===== config.mk =====
export PLATFORM = sky130hd
export DESIGN_NAME = aes_key_loader
export DESIGN_NICKNAME = d
export VERILOG_FILES = /design/src/rtl/aes_pkg.sv /design/src/rtl/aes_key_loader.sv
export SDC_FILE = /design/constraint.sdc
export NUM_CORES = 1
export LEC_CHECK = 0
export BUFFER_PORTS_ARGS = -buffer_cell sky130_fd_sc_hd__buf_4
export CAP_MARGIN = 5
export CORE_ASPECT_RATIO = 1.5
export CORE_MARGIN = 2
export CORE_UTILIZATION = 48
export CTS_CLUSTER_SIZE = 28
export DETAILED_ROUTE_END_ITERATION = 8
export PLACE_DENSITY = 0.82
export SLEW_MARGIN = 20
export SYNTH_ARGS = -nofsm -noshare
export SYNTH_HDL_FRONTEND = slang
export SYNTH_SLANG_ARGS = --single-unit
export TNS_END_PERCENT = 1

===== constraint.sdc =====
create_clock -name clk -period 2.1 [get_ports clk]
set_input_delay 0.525 -clock clk [delete_from_list [all_inputs] [get_ports clk]]
set_output_delay 0.525 -clock clk [all_outputs]
set_load 0.02 [all_outputs]

===== src/rtl/aes_pkg.sv =====
// Shared AES key-loader definitions: key-length encodings, Nk values and
// the loader state encoding.
package aes_pkg;

  typedef enum logic [1:0] {
    KLEN_128 = 2'b00,
    KLEN_192 = 2'b01,
    KLEN_256 = 2'b10,
    KLEN_ILL = 2'b11
  } key_len_t;

  localparam logic [3:0] NK_128 = 4'd4;
  localparam logic [3:0] NK_192 = 4'd6;
  localparam logic [3:0] NK_256 = 4'd8;

  typedef enum logic [1:0] {
    ST_IDLE,
    ST_LOAD,
    ST_DONE,
    ST_ERR
  } loader_state_t;

  function automatic logic [3:0] nk_of(input key_len_t len);
    logic [3:0] nk;
    case (len)
      KLEN_128: nk = NK_128;
      KLEN_192: nk = NK_192;
      KLEN_256: nk = NK_256;
      default:  nk = 4'd0;
    endcase
    return nk;
  endfunction

endpackage


===== src/rtl/aes_key_loader.sv =====
// Assembles a streamed AES cipher key into the 256-bit CipherKey bus and
// hands it to key expansion, checking the word count against key_len.
module aes_key_loader
  import aes_pkg::*;
(
  input  logic         clk,
  input  logic         rst_n,
  input  logic         key_valid,
  input  logic [31:0]  key_word,
  input  logic         key_last,
  input  logic [1:0]   key_len,
  input  logic         key_abort,
  input  logic         kexp_busy,
  output logic         key_ready,
  output logic [255:0] CipherKey,
  output logic [3:0]   Nk,
  output logic         k_ready,
  output logic         err
);

  loader_state_t state_q, state_d;
  logic [255:0]  key_q, key_d;
  logic [3:0]    nk_q, nk_d;
  logic [3:0]    cnt_q, cnt_d;
  logic          k_ready_q, k_ready_d;
  logic          err_q, err_d;
  logic          accept;
  logic [3:0]    cnt_inc;

  // Held low during reset so no word is taken while registers are clearing.
  assign key_ready = rst_n && !key_abort && !((state_q == ST_DONE) && kexp_busy);
  assign accept    = key_valid && key_ready;
  assign cnt_inc   = cnt_q + 4'd1;

  always_comb begin
    state_d   = state_q;
    key_d     = key_q;
    nk_d      = nk_q;
    cnt_d     = cnt_q;
    k_ready_d = k_ready_q;
    err_d     = err_q;

    if (key_abort) begin
      state_d   = ST_IDLE;
      key_d     = '0;
      nk_d      = '0;
      cnt_d     = '0;
      k_ready_d = 1'b0;
      err_d     = 1'b0;
    end else if (accept) begin
      unique case (state_q)
        ST_IDLE, ST_DONE: begin
          key_d     = {224'b0, key_word};
          cnt_d     = 4'd1;
          k_ready_d = 1'b0;
          err_d     = 1'b0;
          nk_d      = nk_of(key_len_t'(key_len));
          if (key_len_t'(key_len) == KLEN_ILL) begin
            nk_d    = '0;
            key_d   = '0;
            err_d   = 1'b1;
            state_d = key_last ? ST_IDLE : ST_ERR;
          end else if (key_last) begin
            key_d   = '0;
            err_d   = 1'b1;
            state_d = ST_IDLE;
          end else begin
            state_d = ST_LOAD;
          end
        end
        ST_LOAD: begin
          if (cnt_q == nk_q) begin
            key_d   = '0;
            err_d   = 1'b1;
            state_d = key_last ? ST_IDLE : ST_ERR;
          end else begin
            for (int unsigned i = 0; i < 8; i++) begin
              if (cnt_q == i[3:0]) key_d[32*i +: 32] = key_word;
            end
            cnt_d = cnt_inc;
            if (key_last) begin
              if (cnt_inc == nk_q) begin
                state_d   = ST_DONE;
                k_ready_d = 1'b1;
              end else begin
                key_d   = '0;
                err_d   = 1'b1;
                state_d = ST_IDLE;
              end
            end
          end
        end
        ST_ERR: begin
          if (key_last) state_d = ST_IDLE;
        end
        default: state_d = ST_IDLE;
      endcase
    end
  end

  always_ff @(posedge clk or negedge rst_n) begin
    if (!rst_n) begin
      state_q   <= ST_IDLE;
      key_q     <= '0;
      nk_q      <= '0;
      cnt_q     <= '0;
      k_ready_q <= 1'b0;
      err_q     <= 1'b0;
    end else begin
      state_q   <= state_d;
      key_q     <= key_d;
      nk_q      <= nk_d;
      cnt_q     <= cnt_d;
      k_ready_q <= k_ready_d;
      err_q     <= err_d;
    end
  end

  assign CipherKey = key_q;
  assign Nk        = nk_q;
  assign k_ready   = k_ready_q;
  assign err       = err_q;

endmodule


Word-level counts from Yosys, hierarchy flattened
Cells that the tools add are included.
{"block": "totals", "register_bits": 268, "memories": 0, "latchBits": 0, "mem_bits_rw": 0, "romBits": 0, "in_bits": 40, "out_inout_bits": 263, "wordCells": 96}
{"block": "op_classes", "reduce_logical": 19, "n_eq_ne": 21, "add_sub_neg": 1, "shift": 0, "mul": 0, "bitwise_logic": 0, "magnitude_cmp": 0, "n_div": 0, "n_mux": 49}
{"operator": "$mux 256", "count": 5}
{"operator": "$pmux 256 s2", "count": 1}
{"operator": "$mux 32", "count": 10}
{"operator": "$mux 4", "count": 7}
{"operator": "$eq 4x3->1 const B", "count": 4}
{"operator": "$mux 2", "count": 8}
{"operator": "$mux 1", "count": 13}
{"operator": "$ne 3x3->1 const B", "count": 4}
{"operator": "$pmux 4 s3", "count": 1}
{"operator": "$eq 2x2->1 const B", "count": 4}
{"operator": "$eq 4x2->1 const B", "count": 2}
{"operator": "$eq 4x4->1", "count": 2}
{"operator": "$ne 4x4->1 const B", "count": 2}
{"operator": "$pmux 4 s2", "count": 1}
{"operator": "$pmux 2 s3", "count": 1}
{"operator": "$reduce_and 3->1", "count": 2}
{"operator": "$reduce_and 5->1", "count": 1}
{"operator": "$add 4x1->4 const B", "count": 1}
{"operator": "$eq 2x1->1 const B", "count": 2}
{"operator": "$eq 4x1->1 const B", "count": 1}
{"operator": "$logic_and 1x1->1", "count": 4}
{"operator": "$logic_not 2->1", "count": 2}
{"operator": "$logic_not 4->1", "count": 1}
{"operator": "$pmux 1 s2", "count": 2}
{"operator": "6 further kinds", "count": 9}

Depth between registers and ports, before layout
Gate-level depths: netlist (run 1).
{"block": "logic_depth", "ltp_word": 8, "ltp_mapped": 9, "ltp_nobuf": 7}

Least setup slack after synthesis (run 1)
No wires, ideal clock.
{"block": "synth_path", "kind": "register to register", "from": "register cnt_q[3]", "to": "register key_q[32] (netlist: CipherKey[32])", "n_path_buf": 4, "path_slack_ns": 0.021, "t_required_ns": 1.980, "path_stages_with_launch": 9, "arrival_time_ns": 1.958, "path_cell_list": "dfrtp_1 > buf_2 > xor2_1 > or4_1 > clkbuf_1 > a31oi_4 > buf_4 > buf_6 > a21oi_1"}
{"block": "synth_between", "elab_chain_len": 8, "word_cells_on_any_way": 11, "classes_between": "add/sub (1); eq/ne (3); mux (7)"}
{"item": "from (decl)", "line_no": "aes_key_loader.sv:24", "text": "logic [3:0] cnt_q, cnt_d;"}
{"item": "from (signal assigned)", "line_no": "aes_key_loader.sv:113", "text": "cnt_q <= cnt_d;"}
{"item": "$add 4x1->4 / $eq 4x1->1 (equally long branches)", "line_no": "aes_key_loader.sv:33, aes_key_loader.sv:78"}
{"item": "$eq 4x4->1 / $mux 32 (equally long branches)", "line_no": "aes_key_loader.sv:82, aes_key_loader.sv:78"}
{"item": "$mux 256", "line_no": "aes_key_loader.sv:82", "text": "if (cnt_inc == nk_q) begin"}
{"item": "$mux 256", "line_no": "aes_key_loader.sv:81", "text": "if (key_last) begin"}
{"item": "$mux 256 *", "line_no": "aes_key_loader.sv:72", "text": "if (cnt_q == nk_q) begin"}
{"item": "$pmux 256 s2 *", "line_no": "aes_key_loader.sv:51", "text": "unique case (state_q)"}
{"item": "$mux 256 *", "line_no": "aes_key_loader.sv:50", "text": "end else if (accept) begin"}
{"item": "$mux 256 *", "line_no": "aes_key_loader.sv:43", "text": "if (key_abort) begin"}
{"item": "to (signal assigned)", "line_no": "aes_key_loader.sv:111", "text": "key_q <= key_d;"}
{"item": "to (decl)", "line_no": "aes_key_loader.sv:22", "text": "logic [255:0] key_q, key_d;"}
Mark *: on every way between the ends. The rest lies on a longest branch, timed or not. The select of a mux whose other input is x is not followed.
A chain may end at the register's enable or synchronous reset.

Worst setup path after layout (run 1)
{"block": "layout_path", "from": "register cnt_q[0]", "to": "register key_q[135] (netlist: CipherKey[135])"}
{"block": "layout_between", "elab_chain_len": 8, "word_cells_on_any_way": 11, "classes_between": "add/sub (1); eq/ne (3); mux (7)"}
{"item": "$add 4x1->4 / $eq 4x3->1 (equally long branches)", "line_no": "aes_key_loader.sv:33, aes_key_loader.sv:78"}
{"item": "$eq 4x4->1 / $mux 32 (equally long branches)", "line_no": "aes_key_loader.sv:82, aes_key_loader.sv:78"}
{"item": "$mux 256", "line_no": "aes_key_loader.sv:82"}
{"item": "$mux 256", "line_no": "aes_key_loader.sv:81"}
{"item": "$mux 256 *", "line_no": "aes_key_loader.sv:72"}
{"item": "$pmux 256 s2 *", "line_no": "aes_key_loader.sv:51"}
{"item": "$mux 256 *", "line_no": "aes_key_loader.sv:50"}
{"item": "$mux 256 *", "line_no": "aes_key_loader.sv:43"}
Marks and branches as above.

==> results.sh, run 1 <==
export IMPL_slew_violations=0
export IMPL_track_usage=0.288
export IMPL_grt_max_degree=150
export IMPL_nFillCells=1867
export IMPL_critical_path_arrival_ns=2.59
export IMPL_cp_required_ns=2.55
export IMPL_htree_levels=1
export IMPL_wl_per_cell_um=19.8
export IMPL_clock_latency_ns=0.54
export IMPL_synth_edf_count=0
export IMPL_crit_start="cnt_q[0]$_DFFE_PN0P_"
export IMPL_clock_sinks=267
export IMPL_pwr_share_comb=0.114
export IMPL_clk_pin_slew_ns=0.07
export IMPL_synth_flop_cell="dfrtp_1"
export IMPL_regToRegSetupSlack_ns=-0.04
export IMPL_whs_ns=0.0120
export IMPL_cp_start_kind="flip-flop"
export IMPL_synth_yosys_warnings=0
export IMPL_reg2reg_depth=9
export IMPL_drive_gt1_frac=0.287
export IMPL_grt_pass1_wl_mm=55.7
export IMPL_seqPwrFrac=0.480
export IMPL_min_path_type="in -> async"
export IMPL_die_h_um=193
export IMPL_port_buffers=301
export IMPL_ys_ff_latch=267
export IMPL_ant_nets=0
export IMPL_dpl_cell_area_mm2=0.0141
export IMPL_switching_share=0.264
export IMPL_synth_top_area_share=0.587
export IMPL_cellPowerDensity_mw_per_mm2=727
export IMPL_seqCellArea_mm2=0.00668
export IMPL_grt_pass1_vias=10100
export IMPL_rsz0062_at_grt="true"
export IMPL_p_int_mw=8.13
export IMPL_clockBufferDepth=3
export IMPL_synth_top_cell_by_area="dfrtp_1"
export IMPL_drt_iter0_markers=794
export IMPL_tns_ns=-0.0383
export IMPL_cts_buffers=26
export IMPL_p_leak_nw=7.05
export IMPL_cts_root_buf="clkbuf_16"
export IMPL_synthCells=1249
export IMPL_rows=69
export IMPL_multi_input_area_mm2=0.00424
export IMPL_synthTopCellsByArea="dfrtp_1, nand2_1, a21oi_1"
export IMPL_syn_to_final_growth_pct=33.4
export IMPL_routed_wl_mm=36.9
export IMPL_worstMarginPinSlew_ns=0.815
export IMPL_p_sw_mw=2.91
export IMPL_drv_cap=0
export IMPL_grt_ovfl_total=0
export IMPL_design_core_area_mm2=0.0235
export IMPL_worst_slack_ns=-0.0359
export IMPL_die_area_mm2=0.0250
export IMPL_diodes=0
export IMPL_fmax_mhz=468
export IMPL_syn_avg_cell_area_um2=9.11
export IMPL_viasPerCell=5.55
export IMPL_end_kind="flip-flop"
export IMPL_post_dp_hpwl_mm=24.7
export IMPL_cts_tree="yes"
export IMPL_num_vias=10300
export IMPL_skew_ns=0.0165
export IMPL_fin_nets=1567
export IMPL_timing_rr_end="CipherKey[135]$_DFFE_PN0P_"
export IMPL_drc=0
export IMPL_first_pass_iters=5
export IMPL_ys_types=40
export IMPL_io_pins=303
export IMPL_synth_seq_area_share=0.587
export IMPL_setup_viol=2
export IMPL_finalCritPeriodShare=1.02
export IMPL_die_w_um=130
export IMPL_violations="setup timing"
export IMPL_cp_max_fo=60
export IMPL_power_share_clock=0.406
export IMPL_worst_slew_margin_rel=0.457
export IMPL_post_route_min_period_ns=2.14
export IMPL_hold_violations=0
export IMPL_worstSetupPathType="reg -> reg"
export IMPL_synthesis_nets=1293
export IMPL_async_reset_ff_frac=1.00
export IMPL_ir_drop_mv=0.797
export IMPL_design_area_mm2=0.0152
export IMPL_start_util=0.485
export IMPL_status="complete, but fails checks"
export IMPL_gp_congestion=0.838
export IMPL_endpoint="CipherKey[135]$_DFFE_PN0P_"
export IMPL_syn_area_mm2=0.0114
export IMPL_timing_rr_start="cnt_q[0]$_DFFE_PN0P_"
export IMPL_antenna_found_initial=0
export IMPL_p_total_mw=11.0
export IMPL_cts_hold_fix_buffers=0
-- cell usage after synthesis, drive strengths merged (4+ instances only) --
| master | count |
|---|---|
| a211oi | 4 |
| a21oi | 231 |
| a22oi | 32 |
| and3 | 6 |
| buf | 59 |
| clkbuf | 65 |
| dfrtp | 267 |
| ha | 4 |
| inv | 6 |
| mux2i | 34 |
| nand2 | 458 |
| nand3 | 7 |
| nor3 | 4 |
| o21ai | 37 |
-- sequential cells by signal, summed over array words and instances (netlist names) --
register,cells
state_q,2
CipherKey,256
err,1
Nk,3
cnt_q,4
k_ready,1
-- worst min path at each step --
stage / start / end / slack [ns]
floorplan: rst_n / CipherKey[0]$_DFFE_PN0P_ / 0.23
global placement: k_ready$_DFFE_PN0P_ / k_ready$_DFFE_PN0P_ / 0.48
detailed placement: k_ready$_DFFE_PN0P_ / k_ready$_DFFE_PN0P_ / 0.48
CTS: rst_n / CipherKey[190]$_DFFE_PN0P_ / 0.08
global route: rst_n / CipherKey[188]$_DFFE_PN0P_ / 0.10
finish: rst_n / CipherKey[190]$_DFFE_PN0P_ / 0.01
-- power groups by stage --
stage / registers, mW / logic [mW] / clock network [mW]
after floorplan: 5.49 / 0.531 / 0
after global placement: 5.39 / 1.14 / 0
after detailed placement: 5.39 / 1.16 / 0
after CTS: 5.30 / 1.23 / 4.53
after global routing: 5.31 / 1.34 / 4.74
final: 5.30 / 1.26 / 4.48
-- layer usage --
layer / share of wire / track usage / vias to the layer above
li1: - / - / 4637
met3: 0.071 / 0.0446 / 123
met5: 0 / 0 / -
met4: 0.060 / 0.162 / 0
met2: 0.51 / 0.488 / 506
met1: 0.36 / 0.349 / 5065
-- cell usage in the layout, fill, tap and decap left out, drive strengths merged, types with 2 or more instances in the layout --
cell	instances
nor2	3
clkbuf	34
nor4b	2
nand3	7
nand2b	2
a21o	2
buf	370
a31oi	2
clkinvlp	4
xor2	3
a21oi	231
dfrtp	267
a211oi	4
clkinv	6
a22oi	32
o21ai	37
nor2b	3
ha	4
nor3b	2
nand4b	2
nand2	458
nor3	4
or4	2
and3	6
xnor2	3
inv	7
mux2i	34
-- through the flow --
step	cells	util	setup WS, ns
6_report	1860	0.646	-0.0359
5_1_grt	1860	0.646	-0.0990
4_1_cts	1860	0.642	-0.0166
3_5_place_dp	1806	0.602	-0.192
3_3_place_gp	1806	0.602	-0.112
2_1_floorplan	1249	-	0.0212
-- repair_timing --
item,4_1_cts,5_1_grt
pin swaps,2,0
gates cloned,2,0
buffers inserted,6,0
gates resized for setup,8,25
endpoints found under the setup margin,257,259
-- worst max-delay path, stage by stage, from the launching register on --
cell and delay [ns]:
dfrtp_1 0.40, buf_4 0.15, buf_4 0.13, nand3_2 0.12, xnor2_2 0.18, o31ai_4 0.31
a31oi_4 0.16, buf_12 0.16, buf_16 0.18, a21oi_1 0.21
-- cells by family (layout without fill, tap and decap cells) --
family | after synthesis | in the layout | synth area share
simple gates | 494 | 494 | 0.170
fa+ha+maj | 4 | 4 | 0.00440
flops | 267 | 267 | 0.587
xor+xnor | 6 | 6 | 0.00462
compound gates | 312 | 312 | 0.149
mux | 35 | 35 | 0.0309
buf+inv | 130 | 422 | 0.0537
other cells | 1 | 1 | 0.000330
-- layout make-up --
| cell class | count | area share |
|---|---|---|
| clock inverter | 12 | 0.00725 |
| sequential | 267 | 0.440 |
| clock buffer | 34 | 0.0455 |
| inverter | 6 | 0.00148 |
| multi-input combinational | 852 | 0.279 |
| tap | 319 | 0.0263 |
| timing repair buffer | 370 | 0.200 |
Power figures use the tool's default switching activity.
==> run 2, diff against run 1 <==
--- a/config.mk
+++ b/config.mk
@@ -12,7 +12,7 @@
 export CORE_UTILIZATION = 48
 export CTS_CLUSTER_SIZE = 28
 export DETAILED_ROUTE_END_ITERATION = 8
-export PLACE_DENSITY = 0.82
+export PLACE_DENSITY_LB_ADDON = 0.08
 export SLEW_MARGIN = 20
 export SYNTH_ARGS = -nofsm -noshare
 export SYNTH_HDL_FRONTEND = slang
==> results.sh, run 2 (synthesis results as in run 1) <==
export IMPL_status="complete, but fails checks"
export IMPL_violations="setup timing"
export IMPL_post_route_min_period_ns=2.10
export IMPL_whs_ns=0.213
export IMPL_final_cell_mix="nand2_1, buf_4, dfrtp_1, a21oi_1, a21oi_2"
export IMPL_min_path_type="in -> reg"
export IMPL_diodes=0
export IMPL_rsz0062_at_grt="true"
export IMPL_drc=0
export IMPL_clock_latency_ns=0.52
export IMPL_nFillCells=1930
export IMPL_clk_pin_slew_ns=0.06
export IMPL_end_kind="flip-flop"
export IMPL_cts_tree="yes"
export IMPL_timing_rr_start="cnt_q[1]$_DFFE_PN0P_"
export IMPL_ant_nets=0
export IMPL_fin_nets=1575
export IMPL_design_core_area_mm2=0.0235
export IMPL_p_sw_mw=2.94
export IMPL_post_dp_hpwl_mm=23.7
export IMPL_hold_violations=0
export IMPL_worst_slack_ns=-0.00465
export IMPL_cts_root_buf="clkbuf_16"
export IMPL_critical_path_arrival_ns=2.55
export IMPL_die_h_um=193
export IMPL_seqPwrFrac=0.472
export IMPL_regToRegSetupSlack_ns=-0.005
export IMPL_die_w_um=130
export IMPL_wl_per_cell_um=21.5
export IMPL_reg2reg_depth=10
export IMPL_multi_input_area_mm2=0.00468
export IMPL_viasPerCell=5.61
export IMPL_hp_start="key_len[0]"
export IMPL_grt_pass1_wl_mm=55.1
export IMPL_timing_rr_end="CipherKey[147]$_DFFE_PN0P_"
export IMPL_antenna_found_initial=0
export IMPL_first_pass_iters=5
export IMPL_largest_reg_flops=256
export IMPL_seqCellArea_mm2=0.00668
export IMPL_p_leak_nw=7.20
export IMPL_ir_drop_mv=0.569
export IMPL_cts_buffers=26
export IMPL_clock_sinks=267
export IMPL_setup_viol=4
export IMPL_gp_congestion=0.860
export IMPL_fmax_mhz=475
export IMPL_start_util=0.485
export IMPL_num_vias=10500
export IMPL_drt_iter0_markers=881
export IMPL_cp_start_kind="flip-flop"
export IMPL_pwr_share_comb=0.131
export IMPL_power_share_clock=0.397
export IMPL_die_area_mm2=0.0250
export IMPL_clockBufferDepth=3
export IMPL_hold_depth=2
export IMPL_cp_max_fo=7
export IMPL_worstSetupPathType="reg -> reg"
export IMPL_slew_violations=0
export IMPL_drv_cap=0
export IMPL_port_buffers=301
export IMPL_drive_gt1_frac=0.356
export IMPL_skew_ns=0.00576
export IMPL_htree_levels=1
export IMPL_grt_ovfl_total=0
export IMPL_rows=69
export IMPL_io_pins=303
export IMPL_place_ws_ns=-0.0934
export IMPL_final_core_util=0.679
export IMPL_worst_slew_margin_rel=0.412
export IMPL_grt_max_degree=147
export IMPL_cp_required_ns=2.54
export IMPL_syn_to_final_growth_pct=40.0
export IMPL_p_int_mw=8.28
export IMPL_grt_pass1_vias=9425
export IMPL_final_common_cell="nand2_1"
export IMPL_switching_share=0.262
export IMPL_worstMarginPinSlew_ns=0.881
export IMPL_cellPowerDensity_mw_per_mm2=704
export IMPL_track_usage=0.285
export IMPL_routed_wl_mm=40.2
export IMPL_finalCritPeriodShare=1.00
export IMPL_hold_end="Nk[3]$_DFFE_PN0P_"
export IMPL_p_total_mw=11.2
run 2: changes by cell type in the layout (fill, tap and decap cells not counted), sizes merged:
cell	previous run	this run
buf	370	368
bufinv	1	0
clkbuf	34	52
clkinv	6	3
clkinvlp	4	0
dlygate4sd3	0	1
inv	7	6
run 2: final cells by class:
| cell class | count | share of cell area |
|---|---|---|
| Clock buffer | 43 | 0.0487 |
| Clock inverter | 3 | 0.00118 |
| Inverter | 6 | 0.00141 |
| Sequential cell | 267 | 0.419 |
| Tap cell | 319 | 0.0250 |
| Timing Repair Buffer | 378 | 0.211 |
| Multi-Input combinational cell | 852 | 0.294 |
run 2: routing by layer:
metal / vias to the layer above / wire (um) / GRT usage
li1: 4655 / - / -
met1: 5298 / 15700 / 0.389
met2: 442 / 20200 / 0.463
met3: 81 / 3100 / 0.0527
met4: 0 / 1270 / 0.0922
met5: - / 0 / 0
run 2: what timing repair did:
item | CTS | global route
pin swaps | 2 | 3
gates resized for setup | 6 | 136
setup buffers | 1 | 5
hold buffers | 1 | 0
endpoints found under the setup margin | 222 | 246
hold endpoints to repair | 17 | 0
cloned | 2 | 17
run 2: worst max path at each step:
stage	from	depth (start not counted)	end
3_3_place_gp	kexp_busy	8	CipherKey[45]$_DFFE_PN0P_
3_5_place_dp	kexp_busy	8	CipherKey[53]$_DFFE_PN0P_
5_1_grt	cnt_q[0]$_DFFE_PN0P_	10	CipherKey[144]$_DFFE_PN0P_
2_1_floorplan	cnt_q[3]$_DFFE_PN0P_	8	CipherKey[32]$_DFFE_PN0P_
6_report	cnt_q[1]$_DFFE_PN0P_	10	CipherKey[147]$_DFFE_PN0P_
4_1_cts	cnt_q[1]$_DFFE_PN0P_	9	CipherKey[144]$_DFFE_PN0P_
run 2: worst max-delay path: stages, from the launching register on:
cell       delay (ns)
dfrtp_1          0.38
inv_2            0.06
ha_4             0.27
xnor2_1          0.10
nand2_1          0.12
o31ai_4          0.31
a31oi_4          0.14
buf_12           0.17
buf_16           0.16
clkbuf_16        0.19
a21oi_1          0.12
run 2: metrics by stage:
stage,TNS (ns),std cells,area [um2]
5_1_grt,-5.68,1868,15900
6_report,-0.0141,1868,15900
2_1_floorplan,0,1249,11400
3_5_place_dp,-4.86,1796,14100
3_3_place_gp,-1.01,1796,14100
4_1_cts,0,1846,15000
run 2: power by group through the flow:
stage / Sequential, mW / Clock [mW] / Combinational, mW
after CTS: 5.30 / 4.50 / 1.23
after detailed placement: 5.39 / 0 / 1.17
after global routing: 5.31 / 4.70 / 1.55
after floorplan: 5.49 / 0 / 0.531
after global placement: 5.39 / 0 / 1.16
final: 5.30 / 4.45 / 1.47
==> run 3, diff against run 2 <==
--- a/config.mk
+++ b/config.mk
@@ -13,7 +13,8 @@
 export CTS_CLUSTER_SIZE = 28
 export DETAILED_ROUTE_END_ITERATION = 8
 export PLACE_DENSITY_LB_ADDON = 0.08
-export SLEW_MARGIN = 20
+export SKIP_CTS_REPAIR_TIMING = 1
+export SLEW_MARGIN = 10
 export SYNTH_ARGS = -nofsm -noshare
 export SYNTH_HDL_FRONTEND = slang
 export SYNTH_SLANG_ARGS = --single-unit
==> results.sh, run 3 (synthesis results as in run 1) <==
export IMPL_first_pass_iters=5
export IMPL_rsz0062_at_grt="true"
export IMPL_end_kind="flip-flop"
export IMPL_cp_max_fo=28
export IMPL_dp_cells=1796
export IMPL_path_cells="xor2_1, or4_4, a31oi_4, buf_12, buf_16, a21oi_1"
export IMPL_slowest_delay_ns=0.56
export IMPL_cp_required_ns=2.50
export IMPL_htree_levels=1
export IMPL_final_common_cell="nand2_1"
export IMPL_tns_ns=0
export IMPL_cellPowerDensity_mw_per_mm2=726
export IMPL_syn_to_final_growth_pct=33.7
export IMPL_fin_nets=1560
export IMPL_grt_pass1_wl_mm=54.0
export IMPL_final_cells=1853
export IMPL_grtUsageMet3=0.0507
export IMPL_ant_nets=0
export IMPL_gp_congestion=0.860
export IMPL_grt_ovfl_total=0
export IMPL_drv_cap=0
export IMPL_status="finished, final reports clean"
export IMPL_start_util=0.485
export IMPL_clock_latency_ns=0.52
export IMPL_reg2reg_depth=6
export IMPL_p_leak_nw=7.06
export IMPL_worst_slew_margin_rel=0.437
export IMPL_timing_rr_start="cnt_q[3]$_DFFE_PN0P_"
export IMPL_gr_usage_met2=0.452
export IMPL_p_total_mw=11.0
export IMPL_viasPerCell=5.47
export IMPL_final_cell_mix="nand2_1, buf_4, dfrtp_1, a21oi_1, o21ai_0"
export IMPL_drive_gt1_frac=0.280
export IMPL_diodes=0
export IMPL_regToRegSetupSlack_ns=0.02
export IMPL_die_area_mm2=0.0250
export IMPL_skew_ns=0.00438
export IMPL_clock_sinks=267
export IMPL_hold_end="Nk[3]$_DFFE_PN0P_"
export IMPL_die_w_um=130
export IMPL_finalCritPeriodShare=0.993
export IMPL_grt_max_degree=147
export IMPL_worstSetupPathType="reg -> reg"
export IMPL_place_ws_ns=-0.0934
export IMPL_cts_tree="yes"
export IMPL_fmax_mhz=480
export IMPL_busiest_layer="met2"
export IMPL_routed_wl_mm=37.7
export IMPL_setup_viol=0
export IMPL_rows=69
export IMPL_use_met1=0.381
export IMPL_hold_violations=0
export IMPL_min_path_type="in -> reg"
export IMPL_hp_start="key_len[0]"
export IMPL_worstMarginPinSlew_ns=0.844
export IMPL_grt_pass1_vias=9310
export IMPL_hold_depth=2
export IMPL_cts_root_buf="clkbuf_16"
export IMPL_critPathSlowestCell="or4_4"
export IMPL_io_pins=303
export IMPL_timing_rr_end="CipherKey[254]$_DFFE_PN0P_"
export IMPL_post_route_min_period_ns=2.08
export IMPL_worst_slack_ns=0.0152
export IMPL_cp_start_kind="flip-flop"
export IMPL_post_dp_hpwl_mm=23.7
export IMPL_antenna_found_initial=0
export IMPL_port_buffers=301
export IMPL_critical_path_arrival_ns=2.48
export IMPL_die_h_um=193
export IMPL_largest_reg_flops=256
export IMPL_clockBufferDepth=3
export IMPL_design_core_area_mm2=0.0235
export IMPL_drc=0
export IMPL_wl_per_cell_um=20.3
export IMPL_clk_pin_slew_ns=0.06
export IMPL_slew_violations=0
export IMPL_track_usage=0.279
export IMPL_whs_ns=0.211
export IMPL_cts_buffers=26
export IMPL_num_vias=10100
export IMPL_ir_drop_mv=0.611
export IMPL_drt_iter0_markers=855
==> run 3: per-stage QoR <==
step / util / area (um2)
floorplan: - / 11400
global placement: 0.601 / 14100
detailed placement: 0.601 / 14100
CTS: 0.635 / 14900
global route: 0.648 / 15200
finish: 0.648 / 15200
==> run 3: final cells by class <==
cell class                 instances  area, um2
timing repair buffer             363       3090
clock inverter                     3       18.8
tap                              319        399
fill                            2012       8260
clock buffer                      43        776
multi-input combinational        852       4230
inverter                           6       22.5
sequential                       267       6680
==> run 3: worst max-delay path by stage <==
stage	endpoint	cells past startpoint	slack, ns	from
finish	CipherKey[254]$_DFFE_PN0P_	6	0.02	cnt_q[3]$_DFFE_PN0P_
global placement	CipherKey[45]$_DFFE_PN0P_	8	-0.04	kexp_busy
CTS	CipherKey[238]$_DFFE_PN0P_	5	-0.08	cnt_q[3]$_DFFE_PN0P_
global route	CipherKey[51]$_DFFE_PN0P_	9	-0.05	cnt_q[0]$_DFFE_PN0P_
floorplan	CipherKey[32]$_DFFE_PN0P_	8	0.02	cnt_q[3]$_DFFE_PN0P_
detailed placement	CipherKey[53]$_DFFE_PN0P_	8	-0.09	kexp_busy
==> run 3: layer usage <==
metal	up-vias	share of wire	wire length (um)
met5	-	0	0
met4	0	0.033	1260
met3	69	0.077	2920
met2	419	0.50	18700
met1	5025	0.39	14900
li1	4625	-	-
==> run 3: worst max-delay path: cells and delay by family (launching register included) <==
family          cells  cell delay [ns]
flops               1             0.40
simple gates        1             0.56
xor+xnor            1             0.20
buf+inv             2             0.44
compound gates      2             0.35
==> run 3: report_power, final <==
group / total (mW) / internal, mW / switching (mW)
Sequential: 5.30 / 5.23 / 0.0655
Combinational: 1.30 / 0.460 / 0.842
Clock: 4.45 / 2.51 / 1.94
